## src/rtl/phase_seq_pkg.sv

```systemverilog
// Shared definitions for the phase sequencer: state codes, default field width
// and the phase-length extraction helper.
package phase_seq_pkg;

    localparam int DEF_CNT_W  = 16;
    localparam int MAX_PHASES = 16;
    localparam int MAX_CNT_W  = 32;

    typedef logic [2:0] state_t;

    localparam state_t ST_HOLD    = 3'd0;
    localparam state_t ST_IDLE    = 3'd1;
    localparam state_t ST_RUN     = 3'd2;
    localparam state_t ST_DONE    = 3'd3;
    localparam state_t ST_TIMEOUT = 3'd4;

    // Callers zero-extend their packed length vector to the widest legal shape.
    function automatic logic [MAX_CNT_W-1:0] phase_len_at(
        input logic [MAX_PHASES*MAX_CNT_W-1:0] vec,
        input int unsigned                     idx,
        input int unsigned                     cnt_w
    );
        logic [MAX_PHASES*MAX_CNT_W-1:0] shifted;
        logic [MAX_CNT_W-1:0]            mask;
        shifted = vec >> (idx * cnt_w);
        mask    = (cnt_w >= MAX_CNT_W) ? '1 : ((MAX_CNT_W'(1) << cnt_w) - MAX_CNT_W'(1));
        return MAX_CNT_W'(shifted) & mask;
    endfunction

endpackage

```

## src/rtl/phase_seq_wdog.sv

```systemverilog
// Saturating up-counter with clear/load/enable and a terminal-count flag.
// TC_VAL may differ from MAX so callers can get a flag one count early.
module phase_seq_wdog #(
    parameter int W      = 4,
    parameter int MAX    = 10,
    parameter int TC_VAL = 10
) (
    input  logic         clk,
    input  logic         rst_n,
    input  logic         clr,
    input  logic         load,
    input  logic [W-1:0] load_val,
    input  logic         en,
    output logic         tc
);

    logic [W-1:0] count_reg;

    always_ff @(posedge clk) begin
        if (!rst_n) begin
            count_reg <= '0;
        end else if (clr) begin
            count_reg <= '0;
        end else if (load) begin
            count_reg <= load_val;
        end else if (en && (count_reg != W'(MAX))) begin
            count_reg <= count_reg + W'(1);
        end
    end

    assign tc = (count_reg == W'(TC_VAL));

endmodule

```

## src/rtl/phase_seq_ctrl.sv

```systemverilog
// Run controller: reset hold, timed phase list, completion/abort/watchdog.
// Optional PHASE_SEQ_STATS_EN adds run_cycles_o and run_count_o.
module phase_seq_ctrl
    import phase_seq_pkg::*;
#(
    parameter int NUM_PHASES = 3,
    parameter int CNT_W      = DEF_CNT_W,
    parameter int RST_HOLD   = 10,
    parameter int TIMEOUT    = 1000
) (
    input  logic                                              clk,
    input  logic                                              rst_n,
    input  logic                                              start_i,
    input  logic                                              abort_i,
    input  logic [NUM_PHASES*CNT_W-1:0]                       phase_len_i,
    output logic                                              core_rst_n_o,
    output logic                                              busy_o,
    output logic [((NUM_PHASES > 1) ? $clog2(NUM_PHASES) : 1)-1:0] phase_idx_o,
    output logic                                              phase_active_o,
    output logic                                              phase_done_o,
    output logic                                              all_done_o,
    output logic                                              timeout_o
`ifdef PHASE_SEQ_STATS_EN
    ,
    output logic [31:0]                                       run_cycles_o,
    output logic [15:0]                                       run_count_o
`endif
);

    localparam int IDX_W  = (NUM_PHASES > 1) ? $clog2(NUM_PHASES) : 1;
    localparam int HOLD_W = $clog2(RST_HOLD + 1);
    localparam int WD_W   = $clog2(TIMEOUT + 1);

    state_t               state_reg;
    logic                 core_rst_n_reg, busy_reg, phase_done_reg, all_done_reg, timeout_reg;
    logic [IDX_W-1:0]     idx_reg;
    logic [CNT_W-1:0]     cnt_reg, len_reg;
    logic                 hold_tc, wd_tc, launch, last_phase;
    logic [IDX_W-1:0]     sel_idx;
    logic [CNT_W-1:0]     sel_len_raw, sel_len;
    logic [MAX_PHASES*MAX_CNT_W-1:0] len_vec;

    assign launch     = start_i && ((state_reg == ST_IDLE) || (state_reg == ST_DONE) ||
                                    (state_reg == ST_TIMEOUT));
    assign last_phase = (idx_reg == IDX_W'(NUM_PHASES - 1));

    // Length lookup serves both run launch (phase 0) and phase advance (next index).
    assign sel_idx     = launch ? '0 : idx_reg + IDX_W'(1);
    assign len_vec     = (MAX_PHASES*MAX_CNT_W)'(phase_len_i);
    assign sel_len_raw = CNT_W'(phase_len_at(len_vec, 32'(sel_idx), CNT_W));
    assign sel_len     = (sel_len_raw == '0) ? CNT_W'(1) : sel_len_raw;

    // Flag fires one count early so the release lands on the RST_HOLD-th edge.
    phase_seq_wdog #(.W(HOLD_W), .MAX(RST_HOLD), .TC_VAL(RST_HOLD - 1)) u_hold (
        .clk      (clk),
        .rst_n    (rst_n),
        .clr      (1'b0),
        .load     (1'b0),
        .load_val (HOLD_W'(0)),
        .en       (state_reg == ST_HOLD),
        .tc       (hold_tc)
    );

    phase_seq_wdog #(.W(WD_W), .MAX(TIMEOUT), .TC_VAL(TIMEOUT)) u_wdog (
        .clk      (clk),
        .rst_n    (rst_n),
        .clr      (1'b0),
        .load     (launch),
        .load_val (WD_W'(1)),
        .en       (state_reg == ST_RUN),
        .tc       (wd_tc)
    );

    always_ff @(posedge clk) begin
        if (!rst_n) begin
            state_reg      <= ST_HOLD;
            core_rst_n_reg <= 1'b0;
            busy_reg       <= 1'b0;
            phase_done_reg <= 1'b0;
            all_done_reg   <= 1'b0;
            timeout_reg    <= 1'b0;
            idx_reg        <= '0;
            cnt_reg        <= '0;
            len_reg        <= '0;
        end else begin
            case (state_reg)
                ST_HOLD: begin
                    if (hold_tc) begin
                        state_reg      <= ST_IDLE;
                        core_rst_n_reg <= 1'b1;
                    end
                end
                ST_RUN: begin
                    // Priority: abort, then completion, then watchdog, then phase timing.
                    if (abort_i) begin
                        state_reg      <= ST_IDLE;
                        busy_reg       <= 1'b0;
                        idx_reg        <= '0;
                        phase_done_reg <= 1'b0;
                    end else if (phase_done_reg && last_phase) begin
                        state_reg      <= ST_DONE;
                        all_done_reg   <= 1'b1;
                        busy_reg       <= 1'b0;
                        phase_done_reg <= 1'b0;
                    end else if (wd_tc) begin
                        state_reg      <= ST_TIMEOUT;
                        timeout_reg    <= 1'b1;
                        busy_reg       <= 1'b0;
                        phase_done_reg <= 1'b0;
                    end else if (phase_done_reg) begin
                        idx_reg        <= idx_reg + IDX_W'(1);
                        len_reg        <= sel_len;
                        cnt_reg        <= CNT_W'(1);
                        phase_done_reg <= (sel_len == CNT_W'(1));
                    end else begin
                        cnt_reg        <= cnt_reg + CNT_W'(1);
                        phase_done_reg <= ((cnt_reg + CNT_W'(1)) == len_reg);
                    end
                end
                default: begin
                    if (launch) begin
                        state_reg      <= ST_RUN;
                        busy_reg       <= 1'b1;
                        idx_reg        <= '0;
                        len_reg        <= sel_len;
                        cnt_reg        <= CNT_W'(1);
                        phase_done_reg <= (sel_len == CNT_W'(1));
                        all_done_reg   <= 1'b0;
                        timeout_reg    <= 1'b0;
                    end
                end
            endcase
        end
    end

    assign core_rst_n_o   = core_rst_n_reg;
    assign busy_o         = busy_reg;
    assign phase_active_o = busy_reg;
    assign phase_idx_o    = idx_reg;
    assign phase_done_o   = phase_done_reg;
    assign all_done_o     = all_done_reg;
    assign timeout_o      = timeout_reg;

`ifdef PHASE_SEQ_STATS_EN
    logic [31:0] run_cycles_reg;
    logic [15:0] run_count_reg;

    always_ff @(posedge clk) begin
        if (!rst_n) begin
            run_cycles_reg <= '0;
            run_count_reg  <= '0;
        end else begin
            if (launch) begin
                run_cycles_reg <= '0;
            end else if ((state_reg == ST_RUN) && (run_cycles_reg != '1)) begin
                run_cycles_reg <= run_cycles_reg + 32'd1;
            end
            if ((state_reg == ST_RUN) && !abort_i && phase_done_reg && last_phase &&
                (run_count_reg != 16'hFFFF)) begin
                run_count_reg <= run_count_reg + 16'd1;
            end
        end
    end

    assign run_cycles_o = run_cycles_reg;
    assign run_count_o  = run_count_reg;
`endif

endmodule

```

## config.mk

```make
export PLATFORM = sky130hd
export DESIGN_NAME = phase_seq_ctrl
export DESIGN_NICKNAME = d
export VERILOG_FILES = /design/src/rtl/phase_seq_pkg.sv /design/src/rtl/phase_seq_wdog.sv /design/src/rtl/phase_seq_ctrl.sv
export SDC_FILE = /design/constraint.sdc
export NUM_CORES = 1
export LEC_CHECK = 0
export ABC_CLOCK_PERIOD_IN_PS = 2900
export CAP_MARGIN = 20
export CORE_MARGIN = 2
export CORE_UTILIZATION = 55
export DETAILED_ROUTE_END_ITERATION = 12
export PLACE_DENSITY_LB_ADDON = 0.2
export SYNTH_ARGS = -nofsm -noshare
export SYNTH_HDL_FRONTEND = slang
export SYNTH_HIERARCHICAL = 1
export SYNTH_SLANG_ARGS = --single-unit
```

## constraint.sdc

```tcl
create_clock -name clk -period 2.9 [get_ports clk]
set_clock_uncertainty 0.2 [all_clocks]
set_input_delay 0.725 -clock clk [delete_from_list [all_inputs] [get_ports clk]]
set_output_delay 0.725 -clock clk [all_outputs]
set_load 0.02 [all_outputs]
```

Yosys cells after proc, flatten, opt, wreduce, memory -nomap -nowiden
Cells that the tools add are included.
W data, S select, Z words.
{"block": "word_totals", "ff_bits": 56, "latchBits": 0, "ramBits": 0, "mem_bits_ro": 0, "wordCells": 109, "mem_count": 0}
{"block": "op_classes", "n_addsub": 4, "n_mul": 0, "div": 0, "order_cmp": 0, "n_eq_ne": 22, "shift": 1, "mux": 47, "bitwise": 2, "reduce_logical": 21}
{"operator": "$mux W16", "n": 11}
{"operator": "$pmux W16 S2", "n": 2}
{"operator": "$shr A48 B6 Y16", "n": 1}
{"operator": "$mux W1", "n": 17}
{"operator": "$add A16 B1 Y16 const B", "n": 1}
{"operator": "$eq A16 B1 Y1 const B", "n": 1}
{"operator": "$eq A16 B16 Y1", "n": 1}
{"operator": "$logic_not A16 Y1", "n": 1}
{"operator": "$mux W3", "n": 5}
{"operator": "$reduce_and A5 Y1", "n": 3}
{"operator": "$ne A2 B2 Y1 const B", "n": 7}
{"operator": "$mux W2", "n": 6}
{"operator": "$add A10 B1 Y10 const B", "n": 1}
{"operator": "$eq A10 B10 Y1 const B", "n": 1}
{"operator": "$ne A10 B10 Y1 const B", "n": 1}
{"operator": "$ne A3 B3 Y1 const B", "n": 3}
{"operator": "$ne A4 B4 Y1 const B", "n": 2}
{"operator": "$pmux W1 S2", "n": 4}
{"operator": "$eq A3 B2 Y1 const B", "n": 2}
{"operator": "$pmux W3 S2", "n": 1}
{"operator": "$reduce_and A3 Y1", "n": 2}
{"operator": "$reduce_and A6 Y1", "n": 1}
{"operator": "$add A4 B1 Y4 const B", "n": 1}
{"operator": "$eq A4 B4 Y1 const B", "n": 1}
{"operator": "14 further kinds", "n": 21}

Depth between registers and ports, before layout
{"block": "depth", "depth_word": 14, "mapped_depth": 11, "ltp_nobuf": 9}

Hierarchy
Netlist, hierarchy kept.
{"module": "phase_seq_ctrl", "n_inst": 1, "cells_per_inst": 387, "area_each_um2": 2994.1, "seq_area_each_um2": 840.8}
{"module": "phase_seq_wdog at u_wdog", "n_inst": 1, "cells_per_inst": 83, "area_each_um2": 688.2, "seq_area_each_um2": 200.2}
{"module": "phase_seq_wdog at u_hold", "n_inst": 1, "cells_per_inst": 33, "area_each_um2": 276.5, "seq_area_each_um2": 80.1}

Worst setup path after synthesis
OpenSTA, ideal clock, no wires.
{"block": "synth_path", "path_kind": "register to register", "from": "register idx_reg[0], in the netlist phase_idx_o[0]", "to": "register phase_done_reg, in the netlist phase_done_o", "setup_time_ps": 79, "arrival_time_ps": 2365, "required_ps": 2621, "path_slack_ps": 256, "path_stages_with_launch": 10, "cell_sequence": "dfxtp_1 inv_1 ha_1 nor2b_1 clkbuf_1 and4_1 or3_1 nor4_1 nand4_1 o211ai_1"}
{"block": "synth_between", "elab_chain_cells": 11}
{"item": "from (decl)", "line": "phase_seq_ctrl.sv:36", "rtl": "logic [IDX_W-1:0] idx_reg;"}
{"item": "from (signal assigned)", "line": "phase_seq_ctrl.sv:111", "rtl": "idx_reg <= idx_reg + IDX_W'(1);"}
{"item": "$add A2 B1 Y2", "line": "phase_seq_ctrl.sv:48", "rtl": "assign sel_idx = launch ? '0 : idx_reg + IDX_W'(1);"}
{"item": "$mux W2", "line": "phase_seq_ctrl.sv:48"}
{"item": "$shr A48 B6 Y16", "line": "phase_seq_pkg.sv:25", "rtl": "shifted = vec >> (idx * cnt_w);"}
{"item": "$logic_not A16 Y1", "line": "phase_seq_ctrl.sv:51", "rtl": "assign sel_len = (sel_len_raw == '0) ? CNT_W'(1) : sel_len_raw;"}
{"item": "$mux W16", "line": "phase_seq_ctrl.sv:51"}
{"item": "$eq A16 B1 Y1", "line": "phase_seq_ctrl.sv:114, phase_seq_ctrl.sv:127"}
{"item": "$mux W1", "line": "phase_seq_ctrl.sv:110", "rtl": "end else if (phase_done_reg) begin"}
{"item": "$mux W1", "line": "phase_seq_ctrl.sv:105", "rtl": "end else if (wd_tc) begin"}
{"item": "$mux W1", "line": "phase_seq_ctrl.sv:100", "rtl": "end else if (phase_done_reg && last_phase) begin"}
{"item": "$mux W1", "line": "phase_seq_ctrl.sv:95", "rtl": "if (abort_i) begin"}
{"item": "$pmux W1 S2 *", "line": "phase_seq_ctrl.sv:86", "rtl": "case (state_reg)"}
{"item": "to (signal assigned)", "line": "phase_seq_ctrl.sv:114", "rtl": "phase_done_reg <= (sel_len == CNT_W'(1));"}
{"item": "to (signal assigned)", "line": "phase_seq_ctrl.sv:117", "rtl": "phase_done_reg <= ((cnt_reg + CNT_W'(1)) == len_reg);"}
{"item": "to (signal assigned)", "line": "phase_seq_ctrl.sv:127", "rtl": "phase_done_reg <= (sel_len == CNT_W'(1));"}
{"item": "to (decl)", "line": "phase_seq_ctrl.sv:35", "rtl": "logic core_rst_n_reg, busy_reg, phase_done_reg, all_done_reg, timeout_reg;"}
Every way passes the cells marked *; elsewhere a longest branch is shown, timed or not. The select of a mux whose other input is x is not followed.
A chain may end at the register's enable or synchronous reset.

Worst setup path in the final report
{"block": "layout_path", "from": "input port start_i", "to": "register len_reg[0]"}
{"block": "layout_between", "elab_chain_cells": 10}
{"item": "from (decl)", "line": "phase_seq_ctrl.sv:13", "rtl": "input logic start_i,"}
{"item": "$logic_and A1 B1 Y1 *", "line": "phase_seq_ctrl.sv:43", "rtl": "assign launch = start_i && ((state_reg == ST_IDLE) || (state_reg == ST_DONE) ||"}
{"item": "$mux W2", "line": "phase_seq_ctrl.sv:48"}
{"item": "$shr A48 B6 Y16", "line": "phase_seq_pkg.sv:25"}
{"item": "$logic_not A16 Y1", "line": "phase_seq_ctrl.sv:51"}
{"item": "$mux W16", "line": "phase_seq_ctrl.sv:51"}
{"item": "$mux W16", "line": "phase_seq_ctrl.sv:110"}
{"item": "$mux W16", "line": "phase_seq_ctrl.sv:105"}
{"item": "$mux W16", "line": "phase_seq_ctrl.sv:100"}
{"item": "$mux W16", "line": "phase_seq_ctrl.sv:95"}
{"item": "$pmux W16 S2", "line": "phase_seq_ctrl.sv:86"}
{"item": "to (signal assigned)", "line": "phase_seq_ctrl.sv:112", "rtl": "len_reg <= sel_len;"}
{"item": "to (signal assigned)", "line": "phase_seq_ctrl.sv:125", "rtl": "len_reg <= sel_len;"}
{"item": "to (decl)", "line": "phase_seq_ctrl.sv:37", "rtl": "logic [CNT_W-1:0] cnt_reg, len_reg;"}
Marks and branches as above.

==> impl_results.md <==
* Buffers added on ports at 59
* Root Buffer: clkbuf_8
* Die width at 88.8 um
* Number of global-route vias before repair at roughly 3800
* Worst setup path endpoint: len_reg[0]$_SDFFE_PN0P_
* Post-synth cell types at 71
* Yosys top cell area share at 28.3%
* Largest net degree at the start of global routing at 46
* CP Data Arrival Time at roughly 2.8 ns
* Status: complete, no violations
* # clock sinks at 56
* P&R area growth vs syn at 24.5%
* Largest family of logic cells by synthesized area: simple AND/OR/NAND/NOR gates
* Worst-path clk slew at 0.10 ns
* Met2 Use GR at 45.4%
* Required @ worst endpoint at 2.94 ns
* Util after Layout at 71.7%
* Post-Syn Area at 3960 sq um
* Pwr/cell area at 363 nW/um^2
* Most common cell after layout, fill and taps aside: clkdlybuf4s50_1
* Max-slew headroom at a little over half
* TritonCTS clock tree: built
* Sequential-to-total area share from yosys stat at 28.3%
* Most frequent cells in the layout: clkdlybuf4s50_1 (59), dfxtp_1 (55), nand4_1 (36), nand2_1 (32), o21ai_0 (30)
* Post-synthesis xor/xnor area fraction at 6.42%
* Fraction of registers with async set/reset at 0%
* Mapped Cells at 503
* Met3 global-route usage at 4.76%
* Largest cells by area after synthesis: dfxtp_1 (28%), nand4_1 (5.7%), xnor2_1 (5.1%)
* Clock Latency Late Sink at a little over 0.3 ns
* Antenna-violating nets left at 0
* Final Max Slew Viols at 0
* # diodes at 0
* EDFF count, synth at 0
* Critical Path Sink Type: register
* Crit-path max FO at 6
* Starting DRT DRC Count at 181
* Worst Reg-to-Reg Cells at 8
* Drt total wl at 10500 um
* Fmax at 360 MHz
* Leak at approximately 0.0019 uW
* H-Tree Depth at 2
* Total GRT Usage at 28.1%
* First-pass GRT wire length at 17700 um
* Slew @ Worst Pin at 0.678 ns
* Maximum root-to-sink buffer count at 2
* Drt drc at 0
* FF+latch count, synth at 56
* Rows at 30
* Die area at just under 8000 sq um
* Initial Util at just under 60%
* TritonRoute pass-1 iters at 4
* Final period demand of the worst path at 2.77 ns
* Setup Viol. Count Final at 0
* Hold WC Path Type: reg2reg
* Vias/cell at between 5 and 6
* Period utilisation layout at between 90% and 100%
* FF-to-FF setup slack at 0.22 ns
* CP Cell Sequence: clkdlybuf4s50_1 > nand4bb_1 > and4_1 > or3_1 > nor4_1 > nand4_1 > a31oi_1
* Synth area leader: dfxtp_1
* Initial antenna violation count at 0
* Slowest stage cell on the critical path: clkdlybuf4s50_1
* Core area at 6870 sq um
* RSZ-0062 raised after global routing: no
* GRT busiest layer: met2
* Setup WS pre-CTS at -0.126 ns
* DR vias at around 4000
* Layout cells sized above 1 at 11.8%
* Mapped Avg Cell Area at 7.87 sq um
* Synth warnings at 6
* Mux cell area share after synthesis at 1.04%
* Final Worst Setup Slack at ~0.13 ns
* Filler cell count at 589
* Num ports at 60
* R2r endpoint: len_reg[0]$_SDFFE_PN0P_
* GRT overflow at 0
* Synth Area in Simple Gates at 32.8%
* Prevailing post-synth register cell: dfxtp_1
* Die height at 88.8 um
* Final Hold Viols at 0
* Postcts setup bufs at 0
* Peak supply drop at 253 uV
* Wire per inst at 15.3 um
* CTS Buf Count at 5
* Placed wire-length estimate at 7760 um
* Met1 Use GR at 38.3%
* Crit path launch: start_i
* Adder-cell share of the synthesized area at 2.21%
* Compound-Gate Fraction of Synth Area at 22.2%
* Max-cap violations at 0
* Final GP Congestion at 0.913
* Startpoint types: input pin
* Critical Path Max Stage Delay at 0.49 ns
* Layout Nets at 644
* Setup CP Type: in2reg
* Beginning of the worst register-to-register path: phase_idx_o[0]$_SDFFE_PN0P_
power by group:
part           internal (uW)  total (uW)  switching (uW)
combinational            244         478             234
sequential               811         855            44.1
clock                    196         457             261
total                   1250        1790             539
metal layers:
metal / up-vias / routed length [um]
li1: 2004 / -
met1: 1876 / 4830
met2: 124 / 4920
met3: 21 / 537
met4: 0 / 167
met5: - / 0
worst max-delay path, delay by kind of cell:
kind | cells | cell delay [ns]
compound gates | 1 | 0.20
buf+inv | 1 | 0.49
simple gates | 5 | 1.39
cell families (layout without fill, tap and decap cells):
logic type | Yosys count | after routing
flip-flops | 56 | 56
multiplexers | 4 | 4
AND/OR/NAND/NOR | 219 | 219
AO/OA/AOI/OAI | 122 | 122
adder cells (fa/ha/maj) | 7 | 7
XOR/XNOR | 29 | 29
buffers and inverters | 64 | 126
other | 2 | 23
worst min-delay path by stage:
stage               slack (ns)  cells after the start                    start                       to
finish                    0.26                      2   timeout_o$_SDFFE_PN0P_   timeout_o$_SDFFE_PN0P_
global route              0.28                      2   timeout_o$_SDFFE_PN0P_   timeout_o$_SDFFE_PN0P_
CTS                       0.26                      2   timeout_o$_SDFFE_PN0P_   timeout_o$_SDFFE_PN0P_
detailed placement        0.25                      2   timeout_o$_SDFFE_PN0P_   timeout_o$_SDFFE_PN0P_
global placement          0.23                      2   timeout_o$_SDFFE_PN0P_   timeout_o$_SDFFE_PN0P_
floorplan                 0.29                      1  len_reg[3]$_SDFFE_PN0P_  len_reg[3]$_SDFFE_PN0P_
timing repair:
item                                    CTS  global route
hold buffers                              0             0
endpoints found under the setup margin    0             2
gates resized for setup                   0             4
cell type report:
type / count / area [sq um] / share of cell area (%)
timing repair buffer: 89 / 832 / 16.9
multi-input combinational: 404 / 2650 / 53.9
sequential: 56 / 1120 / 22.8
inverter: 29 / 109 / 2.21
clock buffer: 8 / 90.1 / 1.83
tap: 96 / 120 / 2.44
Yosys cell counts, drive strengths merged, types with 3 or more instances:
cell type and instances:
nand3 28, and4 4, nor3 6, o21ai 30, dfxtp 56, xor2 6
nand4bb 3, nand2 34, and2 5, nand4 37, a21oi 18, xnor2 23
and3 4, buf 13, clkbuf 22, a211oi 3, a21boi 12, a31oi 5
a31o 12, ha 7, o22ai 4, o211ai 4, inv 29, nor2b 13
or3 23, nand3b 5, mux2i 3, nor4 15, or4 5, o211a 15
nor2 29
metrics by stage:
stage | cells | cell area (sq um) | total power [uW] | hold slack [ns] | setup TNS, ns
2_1_floorplan | 524 | 4040 | 1150 | 0.289 | 0
3_3_place_gp | 674 | 4820 | 1330 | 0.232 | -0.0407
3_5_place_dp | 674 | 4820 | 1340 | 0.247 | -0.218
4_1_cts | 682 | 4910 | 1780 | 0.264 | 0
5_1_grt | 682 | 4930 | 1870 | 0.279 | 0
6_report | 682 | 4930 | 1790 | 0.257 | 0
Power figures use the tool's default switching activity.
